<file path="src/rtl/fifo_wr_stream_ctrl_if.sv">
// Upstream valid/ready packet stream feeding the FIFO write controller.
// The master drives words; the slave (controller) returns ready.
interface fifo_wr_stream_ctrl_if #(
  parameter int DATA_WIDTH = 32
);
  logic                  s_valid;
  logic [DATA_WIDTH-1:0] s_data;
  logic                  s_last;
  logic                  s_ready;

  modport master (
    output s_valid,
    output s_data,
    output s_last,
    input  s_ready
  );

  modport slave (
    input  s_valid,
    input  s_data,
    input  s_last,
    output s_ready
  );
endinterface

</file>
<file path="src/rtl/fifo_wr_stream_ctrl.sv">
// Write-domain feeder for the async FIFO: 2-entry skid buffer, credit-gated writes,
// packet-boundary throttling on almost-full, status counters and sticky overflow.
module fifo_wr_stream_ctrl #(
  parameter int DATA_WIDTH = 32,
  parameter int FIFO_DEPTH = 32,
  parameter int AFULL_RST  = 28,
  parameter int CNT_WIDTH  = 16
) (
  input  logic                  wclk,
  input  logic                  sw_rst,
  fifo_wr_stream_ctrl_if.slave  s_if,
  input  logic [4:0]            cfg_afull,
  input  logic                  cfg_throttle_en,
  output logic [DATA_WIDTH-1:0] wdata,
  output logic                  write_enable,
  output logic [4:0]            afull_value,
  input  logic                  wfull,
  input  logic                  wr_almost_ful,
  input  logic                  overflow,
  input  logic [5:0]            wr_level,
  output logic [CNT_WIDTH-1:0]  word_count,
  output logic [CNT_WIDTH-1:0]  pkt_count,
  output logic                  ovf_seen
);

  localparam int         SKID_DEPTH = 2;
  localparam logic [6:0] DEPTH_W    = 7'(FIFO_DEPTH);

  typedef enum logic [1:0] {
    ST_IDLE,
    ST_PKT,
    ST_HOLD
  } state_t;

  state_t                r_state;
  logic [DATA_WIDTH-1:0] r_buf_data [SKID_DEPTH];
  logic                  r_buf_last [SKID_DEPTH];
  logic [1:0]            r_count;
  logic                  r_s_ready;
  logic                  r_wr_last;

  logic [DATA_WIDTH-1:0] w_shift_data [SKID_DEPTH];
  logic                  w_shift_last [SKID_DEPTH];
  logic                  w_throttle;
  logic [6:0]            w_credit_sum;
  logic                  w_credit_ok;
  logic                  w_fsm_permit;
  logic                  w_issue;
  logic                  w_accept;
  logic [1:0]            w_count_next;
  logic [1:0]            w_wr_idx;

  assign s_if.s_ready = r_s_ready;

  assign w_throttle   = cfg_throttle_en && wr_almost_ful;
  // Count the write already in flight so a level one short of full cannot be overrun.
  assign w_credit_sum = {1'b0, wr_level} + {6'd0, write_enable};
  assign w_credit_ok  = (w_credit_sum < DEPTH_W);

  always_comb begin
    w_fsm_permit = 1'b0;
    case (r_state)
      ST_IDLE: w_fsm_permit = !w_throttle;
      ST_PKT:  w_fsm_permit = 1'b1;
      default: w_fsm_permit = 1'b0;
    endcase
  end

  assign w_issue      = (r_count != 2'd0) && !wfull && w_credit_ok && w_fsm_permit;
  assign w_accept     = s_if.s_valid && r_s_ready;
  assign w_count_next = r_count + {1'b0, w_accept} - {1'b0, w_issue};
  assign w_wr_idx     = r_count - {1'b0, w_issue};

  // Each entry's shift source is its successor; the tail has none.
  for (genvar gi = 0; gi < SKID_DEPTH; gi++) begin : g_shift
    if (gi < SKID_DEPTH - 1) begin : g_mid
      assign w_shift_data[gi] = r_buf_data[gi+1];
      assign w_shift_last[gi] = r_buf_last[gi+1];
    end else begin : g_tail
      assign w_shift_data[gi] = '0;
      assign w_shift_last[gi] = 1'b0;
    end
  end

  always_ff @(posedge wclk) begin
    for (int i = 0; i < SKID_DEPTH; i++) begin
      if (w_accept && (w_wr_idx == 2'(i))) begin
        r_buf_data[i] <= s_if.s_data;
        r_buf_last[i] <= s_if.s_last;
      end else if (w_issue) begin
        r_buf_data[i] <= w_shift_data[i];
        r_buf_last[i] <= w_shift_last[i];
      end
    end
  end

  always_ff @(posedge wclk) begin
    if (sw_rst) begin
      r_state      <= ST_IDLE;
      r_count      <= 2'd0;
      r_s_ready    <= 1'b0;
      r_wr_last    <= 1'b0;
      write_enable <= 1'b0;
      wdata        <= '0;
      afull_value  <= 5'(AFULL_RST);
      word_count   <= '0;
      pkt_count    <= '0;
      ovf_seen     <= 1'b0;
    end else begin
      r_count      <= w_count_next;
      r_s_ready    <= (w_count_next < 2'd2);
      write_enable <= w_issue;
      r_wr_last    <= w_issue && r_buf_last[0];
      if (w_issue) begin
        wdata <= r_buf_data[0];
      end
      afull_value <= cfg_afull;
      ovf_seen    <= ovf_seen | overflow;
      if (write_enable) begin
        word_count <= word_count + CNT_WIDTH'(1);
        if (r_wr_last) begin
          pkt_count <= pkt_count + CNT_WIDTH'(1);
        end
      end

      // Throttle is only honoured between packets so a started packet always completes.
      case (r_state)
        ST_IDLE: begin
          if (w_throttle) begin
            r_state <= ST_HOLD;
          end else if (w_issue && !r_buf_last[0]) begin
            r_state <= ST_PKT;
          end
        end
        ST_PKT: begin
          if (w_issue && r_buf_last[0]) begin
            r_state <= ST_IDLE;
          end
        end
        ST_HOLD: begin
          if (!w_throttle) begin
            r_state <= ST_IDLE;
          end
        end
        default: r_state <= ST_IDLE;
      endcase
    end
  end

endmodule
</file>
<file path="src/flat_wrapper.sv">
// flat-port wrapper written by rule: the top's interface ports become plain ports
module fifo_wr_stream_ctrl_flat 
#(
  parameter int DATA_WIDTH = 32,
  parameter int FIFO_DEPTH = 32,
  parameter int AFULL_RST  = 28,
  parameter int CNT_WIDTH  = 16
)
  (wclk, sw_rst, cfg_afull, cfg_throttle_en, wdata, write_enable, afull_value, wfull, wr_almost_ful, overflow, wr_level, word_count, pkt_count, ovf_seen, s_if_s_valid, s_if_s_data, s_if_s_last, s_if_s_ready);
  fifo_wr_stream_ctrl_if #(.DATA_WIDTH(DATA_WIDTH)) s_if_i ();
  input  logic wclk;
  input  logic sw_rst;
  input  logic [4:0] cfg_afull;
  input  logic cfg_throttle_en;
  output logic [DATA_WIDTH-1:0] wdata;
  output logic write_enable;
  output logic [4:0] afull_value;
  input  logic wfull;
  input  logic wr_almost_ful;
  input  logic overflow;
  input  logic [5:0] wr_level;
  output logic [CNT_WIDTH-1:0] word_count;
  output logic [CNT_WIDTH-1:0] pkt_count;
  output logic ovf_seen;
  input wire logic [$bits(s_if_i.s_valid)-1:0] s_if_s_valid;
  input wire logic [$bits(s_if_i.s_data)-1:0] s_if_s_data;
  input wire logic [$bits(s_if_i.s_last)-1:0] s_if_s_last;
  output wire logic [$bits(s_if_i.s_ready)-1:0] s_if_s_ready;
  assign s_if_i.s_valid = s_if_s_valid;
  assign s_if_i.s_data = s_if_s_data;
  assign s_if_i.s_last = s_if_s_last;
  assign s_if_s_ready = s_if_i.s_ready;
  fifo_wr_stream_ctrl #(.DATA_WIDTH(DATA_WIDTH), .FIFO_DEPTH(FIFO_DEPTH), .AFULL_RST(AFULL_RST), .CNT_WIDTH(CNT_WIDTH)) u_core (.wclk(wclk), .sw_rst(sw_rst), .s_if(s_if_i), .cfg_afull(cfg_afull), .cfg_throttle_en(cfg_throttle_en), .wdata(wdata), .write_enable(write_enable), .afull_value(afull_value), .wfull(wfull), .wr_almost_ful(wr_almost_ful), .overflow(overflow), .wr_level(wr_level), .word_count(word_count), .pkt_count(pkt_count), .ovf_seen(ovf_seen));
endmodule
</file>
<file path="config.mk">
export PLATFORM = sky130hd
export DESIGN_NAME = fifo_wr_stream_ctrl_flat
export DESIGN_NICKNAME = d
export VERILOG_FILES = /design/src/rtl/fifo_wr_stream_ctrl_if.sv /design/src/rtl/fifo_wr_stream_ctrl.sv /design/src/flat_wrapper.sv
export SDC_FILE = /design/constraint.sdc
export NUM_CORES = 1
export LEC_CHECK = 0
export BUFFER_PORTS_ARGS = -buffer_cell sky130_fd_sc_hd__buf_2
export CAP_MARGIN = 10
export CORE_MARGIN = 3
export CORE_UTILIZATION = 40
export DETAILED_ROUTE_END_ITERATION = 12
export SYNTH_ARGS = -nofsm -noshare
export SYNTH_HDL_FRONTEND = slang
export SYNTH_SLANG_ARGS = --single-unit
</file>
<file path="constraint.sdc">
create_clock -name wclk -period 3.25 [get_ports wclk]
set_input_delay 0.4875 -clock wclk [delete_from_list [all_inputs] [get_ports wclk]]
set_output_delay 0.4875 -clock wclk [all_outputs]
set_load 0.02 [all_outputs]
</file>
==> flow_summary.ini, run 1 <==
[outcome]
status = completed

[timing]
setup_ws_ps = 589
fin_skew_ps = 8.94
finalCritPeriodShare_pct = 81.9
rsz0062_at_grt = no
tns_ps = 0
max_slew_margin_pct = 42.5
final-hold-violation-count = 0
min_period_ps = 2660
setup_violations = 0
fmax_mhz = 376
drv_slew = 0
worst_slew_pin_slew_ps = 863

[setup_path]
arrival_ps = 2810
rrSetupSlack_ps = 590
cp-start-kind = register
path_max_fanout = 33
timing.rr.start = u_core.r_count[0]
required_ps = 3400
end_kind = register
worstSetupPathType = register to register
reg2reg_to = u_core.r_buf_data[0][5]
rr_worst_depth = 8

[detailed_routing]
viasPerCell = 4.96
totalWireLength_mm = 12.9
drc = 0
ant_nets = 0
wl_per_cell_um = 14.7
vias = 4344
drtPass1Iterations = 5
drt_iter0_markers = 277

[clock_tree]
clk_pin_slew_worst_paths_ps = 60
clk-insertion-delay-late_ps = 410
ctsRootBufferMaster = clkbuf_16
cts.sink_count = 143
cts_resized = 0
cts-buffers-inserted = 17
cts_tree = built
postCtsSetupRepairBufs = 0
h-tree-depth = 4
ctsHoldBuffers = 0
clockBufferDepth = 2

[die]
die_x_um = 127
die_height_um = 127
start_util_pct = 41.6
die_area_sq_um = 16200
core_area_sq_um = 14100
io_pins = 123
placementRows = 43

[place]
dp_hpwl_mm = 8.62
pre_cts_ws_ps = 370
portBuffers = 122
gp_congestion = 0.724

[global_route]
grt_usage_pct = 16.3
grt_start_max_net_pins = 67
grt_antenna_before_repair = 0
grt_pass1_vias = 4289
gr-total-overflow = 0
grt_pass1_wl_mm = 21.2

[worst_hold_path]
worstHoldStart = cfg_afull[4]
hold_end = u_core.afull_value[4]
min_delay_path_depth = 2
hold_class = input pin to register

[finish]
fin_util_pct = 51.0
layout_common_cells = buf_2 (122), dfxtp_1 (110), nand2_1 (76)
diodes = 0
fill_cells = 1309
drive_gt1_share_pct = 28.3
multi_input_comb_area_sq_um = 2510
final_common_cell = buf_2
area_delta_synth_final_pct = 22.5
nNetsFinal = 738
seq_area_sq_um = 3190

[synthesis]
syn_inst = 565
synth_seq_cells = 143
synthAdderAreaFrac_pct = 0.850
synth.avg_cell_area_sq_um = 10.4
syn_area_sq_um = 5890
synth_xor_area_share_pct = 3.57
synthArstFlopShare_pct = 0
yosys_most_used_dff = dfxtp_1
synth-edff-count = 33
synth.distinct_cells = 41
syn_nets = 620
synthMuxAreaShare_pct = 12.5
synth_area_leader_cell = dfxtp_1
synth-simple-area-share_pct = 20.9
ys_top_cells_by_area = dfxtp_1 (37%), edfxtp_1 (17%), nand2b_1 (6.8%)
synth_top_family_by_area = simple AND/OR/NAND/NOR gates
yosys_warnings = 0
synth_compound_area_share_pct = 4.67
synth_top_area_share_pct = 37.4
seq_area_frac_synth_pct = 54.2

[pwr]
seqPwrFrac_pct = 49.0
internal_power_mw = 3.54
combPwrFrac_pct = 12.1
total_leakage_power_nw = 2.87
power_density_nw_per_um2 = 649
total_power_mw = 4.68
p_sw_mw = 1.14
switching_share_pct = 24.4
irDropWorstVdd_uv = 357
power_frac_clock_pct = 38.9

[job]
max-cap-violations = 0
==> power by group through the flow <==
stage               clock [mW]  sequential, mW  combinational, mW
finish                    1.82            2.30              0.567
global route              1.96            2.32              0.661
CTS                       1.87            2.29              0.581
detailed placement           0            2.33              0.577
global placement             0            2.31              0.547
floorplan                    0            2.32              0.374
==> layer usage <==
metal	GRT usage [%]	wire length, um	up-vias
met5	0	0	-
met4	6.06	65	0
met3	4.52	704	4
met2	26.2	6250	109
met1	21.1	5890	2064
li1	-	-	2167
==> critical path, cell delays in order, from the launching register on <==
cell and delay, ps:
dfxtp_1 320, o21ai_1 490, nor2_4 80, ha_1 220, xor2_1 320, nor3_1 160, nor3_4 180, buf_12 240
mux2_2 360
==> how the worst max path moves through the flow <==
stage	start	endpoint	slack, ps	cells past startpoint
floorplan	u_core.write_enable	u_core.r_buf_data[0][0]	270	9
global placement	wr_level[4]	u_core.r_buf_data[0][13]	480	10
detailed placement	wfull	u_core.r_buf_data[0][23]	370	10
CTS	u_core.r_count[0]	u_core.r_buf_data[0][13]	590	8
global route	u_core.r_count[0]	u_core.r_buf_data[0][4]	460	8
finish	u_core.r_count[0]	u_core.r_buf_data[0][5]	590	8
==> flip-flops by register name (all words and copies together), names as in the netlist <==
signal and flops:
u_core.r_buf_data 64, u_core.wdata 32, u_core.pkt_count 16, u_core.word_count 16, u_core.afull_value 5, u_core.r_buf_last 2, u_core.r_count 2, u_core.r_state 2
u_core.ovf_seen 1, u_core.r_wr_last 1, u_core.s_if.s_ready 1, u_core.write_enable 1
==> kinds of logic (layout without fill, tap and decap cells) <==
| group | after synthesis | in the layout |
|---|---|---|
| AO/OA/AOI/OAI | 49 | 49 |
| AND/OR/NAND/NOR | 238 | 238 |
| flip-flops | 143 | 143 |
| multiplexers | 69 | 69 |
| XOR/XNOR | 24 | 24 |
| adder cells (fa/ha/maj) | 4 | 4 |
| buffers and inverters | 38 | 169 |
==> area by class of cell <==
cell class,count,share of cell area (%)
multi-input cells,384,34.9
clock buffers,24,6.40
repair buffers,131,9.75
inverters,6,0.312
flip-flops and latches,143,44.3
clock inverters,8,1.27
well taps,180,3.12
==> synthesized netlist by cell type, types with 2 or more instances <==
master and number:
nor4_1 2, dfxtp_1 110, mux2i_1 34, or3_1 6, clkbuf_1 19, edfxtp_1 33
a21oi_1 6, mux2_1 4, nor2_1 33, xnor2_1 11, nand2_1 76, nor3b_1 2
and2_1 2, or2_2 4, nor3_1 8, o21ai_0 34, and4_1 3, nand4_1 13
buf_4 4, o21ai_1 4, and3_1 4, inv_1 6, xor2_1 13, nand2b_1 64
ha_1 4, nand3_1 9, mux2_2 31, buf_2 5, buf_6 4, nor2b_1 6
==> per-stage QoR <==
stage	cells	instance area (sq um)	hold WS [ps]
final	876	7210	267
after floorplan	565	5890	400
after global routing	876	7210	240
after detailed placement	844	6660	446
after CTS	876	7210	245
after global placement	844	6660	433
Note: power is estimated with default switching activity, not from simulation.
==> run 2: changes to the inputs <==
- clock period: 3.25 -> 2.15 ns (I/O delays scaled with it)
==> run 2 against run 1 <==
Compared with the run above:
- the flow now finishes with violations (setup timing)
- non-clock buffer count up 22
- final area up 7.9%
- via count up 2.2%
- global-route usage up 1.1 points
- sequential power up 51%
- wire length up 4.8%
- clock skew up 2.8 ps
- core utilization up 4.0 points
- highest routed layer unchanged
- register-to-register slack worse by 620 ps
- critical path depth up 2
- worst setup slack worse by 620 ps
==> flow_summary.ini, run 2 (same netlist as run 1, synthesis figures left out) <==
[outcome]
status = complete, but fails checks
violations = setup timing

[pwr]
irDropWorstVdd_uv = 600
total_leakage_power_nw = 3.17
seqPwrFrac_pct = 44.9
switching_share_pct = 24.5
power_density_nw_per_um2 = 995
combPwrFrac_pct = 14.0
total_power_mw = 7.74
internal_power_mw = 5.85
power_frac_clock_pct = 41.1
p_sw_mw = 1.89

[clock_tree]
clk-insertion-delay-late_ps = 420
clockBufferDepth = 2
ctsRootBufferMaster = clkbuf_16
clk_pin_slew_worst_paths_ps = 60
cts-buffers-inserted = 17
ctsHoldBuffers = 0
h-tree-depth = 4
cts.sink_count = 143
cts_tree = built

[setup_path]
rrSetupSlack_ps = -30
cp-start-kind = register
arrival_ps = 2350
worstSetupPathType = register to register
timing.rr.start = u_core.write_enable
reg2reg_to = u_core.r_buf_data[0][9]
end_kind = register
path_max_fanout = 7
rr_worst_depth = 10
required_ps = 2320

[finish]
area_delta_synth_final_pct = 32.1
fin_area_sq_um = 7780
final_common_cell = buf_2
largest_reg_flops = 64
fin_cells = 898
largest-register = u_core.r_buf_data
nNetsFinal = 760
drive_gt1_share_pct = 33.4
reg.largest.list = u_core.r_buf_data: 64 flops, u_core.wdata: 32 flops
fin_util_pct = 55.0
layout_common_cells = buf_2 (122), dfxtp_1 (108), nand2_1 (73)
diodes = 0
fill_cells = 1254

[die]
io_pins = 123
start_util_pct = 41.6
die_x_um = 127
placementRows = 43
die_area_sq_um = 16200
core_area_sq_um = 14100
die_height_um = 127

[worst_hold_path]
worstHoldStart = cfg_afull[4]
min_delay_path_depth = 2
hold_class = input pin to register
hold_end = u_core.afull_value[4]

[detailed_routing]
wl_per_cell_um = 15.1
drc = 0
viasPerCell = 4.95
vias = 4441
drt_iter0_markers = 259
drtPass1Iterations = 4
ant_nets = 0
totalWireLength_mm = 13.5

[timing]
final-hold-violation-count = 0
drv_slew = 0
min_period_ps = 2180
max_slew_margin_pct = 65.2
rsz0062_at_grt = yes
fin_skew_ps = 11.7
fmax_mhz = 458
setup_violations = 32
worst_slew_pin_slew_ps = 523
setup_ws_ps = -32.5
finalCritPeriodShare_pct = 102

[place]
portBuffers = 122
place_area_sq_um = 6850
dp_hpwl_mm = 8.89
gp_congestion = 0.783
placed_cells = 857

[global_route]
grt_pass1_vias = 4515
gr-total-overflow = 0
grt_antenna_before_repair = 0
grt_usage_pct = 17.4
grt_start_max_net_pins = 60
grt_pass1_wl_mm = 22.4

[job]
max-cap-violations = 0
[run 2: cell count changes in the layout (fill, tap and decap cells not counted), sizes merged]
cell and delta:
buf +22, clkbuf -7, clkinvlp +5, bufinv +3, clkinv -1
[run 2: timing repair]
| item | in CTS | in global routing |
|---|---|---|
| cloned | 3 | 0 |
| gates resized for setup | 36 | 10 |
| setup buffers | 4 | 2 |
| endpoints found under the setup margin | 36 | 97 |
| pin swaps | 7 | 1 |
[run 2: per-stage QoR]
step | TNS [ps] | worst slack, ps | hold WS, ps
global placement | -9800 | -221 | 432
detailed placement | -12250 | -251 | 441
floorplan | -28160 | -435 | 400
global route | -4630 | -140 | 76.0
finish | -553 | -32.5 | 92.3
CTS | -1800 | -65.2 | 72.3
[run 2: how the worst max path moves through the flow]
stage | from | end | slack, ps | cells past startpoint
3_3_place_gp | wfull | u_core.r_buf_data[0][8] | -220 | 10
4_1_cts | u_core.write_enable | u_core.r_buf_data[0][26] | -70 | 10
5_1_grt | u_core.r_state[0] | u_core.r_buf_data[0][29] | -140 | 10
2_1_floorplan | wr_level[3] | u_core.r_buf_data[0][11] | -430 | 11
6_report | u_core.write_enable | u_core.r_buf_data[0][9] | -30 | 10
3_5_place_dp | wr_level[3] | u_core.r_buf_data[0][9] | -250 | 10
[run 2: cell type report]
class,instances,area [sq um],area share [%]
timing repair buffer,153,993,12.8
clock inverter,15,219,2.81
tap,180,225,2.89
multi-input combinational,384,2690,34.6
sequential,143,3200,41.1
inverter,6,25.0,0.322
clock buffer,17,425,5.47
[run 2: critical path, stage by stage (launching register included)]
cell     delay (ps)
dfxtp_4         350
nand2_4          50
o31ai_4         250
nor2_4           70
ha_4            280
inv_4            40
nor3_4          230
nor3_4           60
buf_6           140
buf_12          150
mux2_4          300
[run 2: per-layer routing]
layer	routed length [um]	GRT usage (%)	vias up	share of wire (%)
li1	-	-	2206	-
met2	6580	29.1	107	49
met3	616	4.31	14	4.6
met5	0	0	-	0
met1	6120	21.6	2114	45
met4	202	7.13	0	1.5
[run 2: power groups by stage]
stage               combinational, mW  clock (mW)  sequential, mW
finish                           1.08        3.18            3.48
global route                     1.22        3.37            3.53
CTS                              1.07        3.25            3.47
detailed placement              0.961           0            3.51
global placement                0.923           0            3.50
floorplan                       0.589           0            3.51
==> run 3: changes to the inputs <==
--- a/config.mk
+++ b/config.mk
@@ -7,3 +7,2 @@
 export LEC_CHECK = 0
-export BUFFER_PORTS_ARGS = -buffer_cell sky130_fd_sc_hd__buf_2
 export CAP_MARGIN = 10
@@ -12,2 +11,4 @@
 export DETAILED_ROUTE_END_ITERATION = 12
+export DONT_BUFFER_PORTS = 1
+export HOLD_SLACK_MARGIN = 0.15
 export SYNTH_ARGS = -nofsm -noshare
==> constraint.sdc (replaced) <==
create_clock -name wclk -period 2.15 [get_ports wclk]
set_input_delay 0.215 -clock wclk [delete_from_list [all_inputs] [get_ports wclk]]
set_output_delay 0.215 -clock wclk [all_outputs]
set_load 0.02 [all_outputs]
==> run 3 against run 2 <==
Compared with the run above:
- the flow still finishes with violations (setup timing)
- clock skew is 1.2 ps higher
- sequential share of layout area is 0.98 points higher
- highest routed layer unchanged
- largest power group unchanged
- first-iteration DRC count is 37% lower
- via count is 4.0% lower
- die area stayed put
- hold slack better by 82 ps
- core utilization is 1.3 points lower
- global-route usage is 0.39 points lower
- clock power is 9.7% lower
- combinational power is 4% lower
- sequential cell count stayed put
- register-to-register slack worse by 30 ps
==> flow_summary.ini, run 3 (same netlist as run 1, synthesis figures left out) <==
[finish]
final_common_cell = dfxtp_1
diodes = 0
largest-register = u_core.r_buf_data
drive_gt1_share_pct = 18.9
fill_cells = 1214
layout_common_cells = dfxtp_1 (107), nand2_1 (75), nand2b_1 (64)
reg.largest.list = u_core.r_buf_data: 64 flops, u_core.wdata: 32 flops
area_delta_synth_final_pct = 29.1
nNetsFinal = 687
largest_reg_flops = 64

[job]
max-cap-violations = 0

[clock_tree]
clk-insertion-delay-late_ps = 420
ctsRootBufferMaster = clkbuf_16
clk_pin_slew_worst_paths_ps = 60
cts_tree = built
clockBufferDepth = 2
cts.sink_count = 143
h-tree-depth = 4
cts-buffers-inserted = 17

[setup_path]
rrSetupSlack_ps = -60
arrival_ps = 2380
cp-start-kind = register
timing.rr.start = u_core.r_state[0]
reg2reg_to = u_core.r_buf_data[0][22]
end_kind = register
path_max_fanout = 8
rr_worst_depth = 10
required_ps = 2320
worstSetupPathType = register to register

[global_route]
grt_pass1_wl_mm = 21.9
grt_start_max_net_pins = 111
grt_antenna_before_repair = 0
grt_pass1_vias = 4297
gr-total-overflow = 0
grt_usage_pct = 17.1

[timing]
finalCritPeriodShare_pct = 103
min_period_ps = 2210
setup_ws_ps = -57.5
setup_violations = 31
fmax_mhz = 453
rsz0062_at_grt = yes
drv_slew = 0
worst_slew_pin_slew_ps = 634
final-hold-violation-count = 0
fin_skew_ps = 12.9
max_slew_margin_pct = 57.8
final.hold.worst_slack_ps = 174

[die]
start_util_pct = 41.6
placementRows = 43
die_area_sq_um = 16200
io_pins = 123
core_area_sq_um = 14100
die_x_um = 127
die_height_um = 127

[detailed_routing]
viasPerCell = 5.17
totalWireLength_mm = 13.7
drc = 0
wl_per_cell_um = 16.6
drt_iter0_markers = 163
ant_nets = 0
drtPass1Iterations = 4
vias = 4265

[pwr]
power_frac_clock_pct = 38.6
internal_power_mw = 5.54
seqPwrFrac_pct = 47.5
irDropWorstVdd_uv = 564
total_power_mw = 7.44
total_leakage_power_nw = 2.77
combPwrFrac_pct = 13.9
switching_share_pct = 25.6
p_sw_mw = 1.90
power_density_nw_per_um2 = 979

[place]
dp_hpwl_mm = 8.35
portBuffers = 0
gp_congestion = 0.828

[outcome]
violations = setup timing
status = complete, but fails checks

[worst_hold_path]
hold_end = u_core.pkt_count[14]
worstHoldStart = sw_rst
hold_class = input pin to register
min_delay_path_depth = 2
run 3: timing repair:
item                                    in CTS  in global routing
cloned                                       2                  2
pin swaps                                    6                  2
endpoints found under the setup margin      50                 60
resized for setup                           12                 27
buffers inserted                             4                  1
hold endpoints to repair                   143                  0
hold buffers                                44                  0
run 3: area by class of cell:
type	instances	area [sq um]	share of cell area, %
multi-input cells	384	2680	35.3
flip-flops and latches	143	3200	42.1
inverters	6	25.0	0.329
well taps	180	225	2.96
clock inverters	13	138	1.81
repair buffers	80	892	11.7
clock buffers	19	443	5.83
run 3: per-layer routing:
metal  track usage, %  share of wire [%]
met1             21.3                 43
met3             5.56                6.6
met4             6.62                1.7
met5                0                  0
met2             27.4                 49
run 3: per-stage QoR:
step                utilization (%)  setup TNS (ps)  worst slack (ps)  cells  instance area [sq um]
finish                         53.7            -637             -57.5    825                   7600
CTS                            52.6           -1400             -68.7    822                   7450
global placement               44.4           -1870             -61.4    740                   6290
global route                   53.7           -3940              -158    825                   7600
detailed placement             44.4           -4160              -134    740                   6290
floorplan                         -          -27210              -425    565                   5960
run 3: how the worst max path moves through the flow:
stage / startpoint / to / slack, ps / depth (start not counted)
2_1_floorplan: u_core.write_enable / u_core.r_buf_data[0][11] / -420 / 11
4_1_cts: u_core.write_enable / u_core.r_buf_last[0] / -70 / 10
5_1_grt: u_core.r_state[0] / u_core.r_buf_data[0][22] / -160 / 10
6_report: u_core.r_state[0] / u_core.r_buf_data[0][22] / -60 / 10
3_3_place_gp: u_core.r_state[1] / u_core.r_buf_data[0][12] / -60 / 9
3_5_place_dp: u_core.r_state[1] / u_core.r_buf_last[0] / -130 / 9
run 3: power groups by stage:
stage / Clock [mW] / Combinational (mW) / Sequential [mW]
finish: 2.87 / 1.04 / 3.53
global route: 3.04 / 1.17 / 3.59
CTS: 2.93 / 0.994 / 3.52
detailed placement: 0 / 0.828 / 3.57
global placement: 0 / 0.783 / 3.54
floorplan: 0 / 0.589 / 3.51
run 3: worst max-delay path, stage by stage (launching register included):
cell,delay (ps)
dfxtp_2,320
nand3b_1,160
o31ai_4,110
nor2_4,130
ha_4,170
xor2_4,180
nor3_4,60
nor3_4,160
buf_6,160
clkbuf_16,160
mux2_2,330
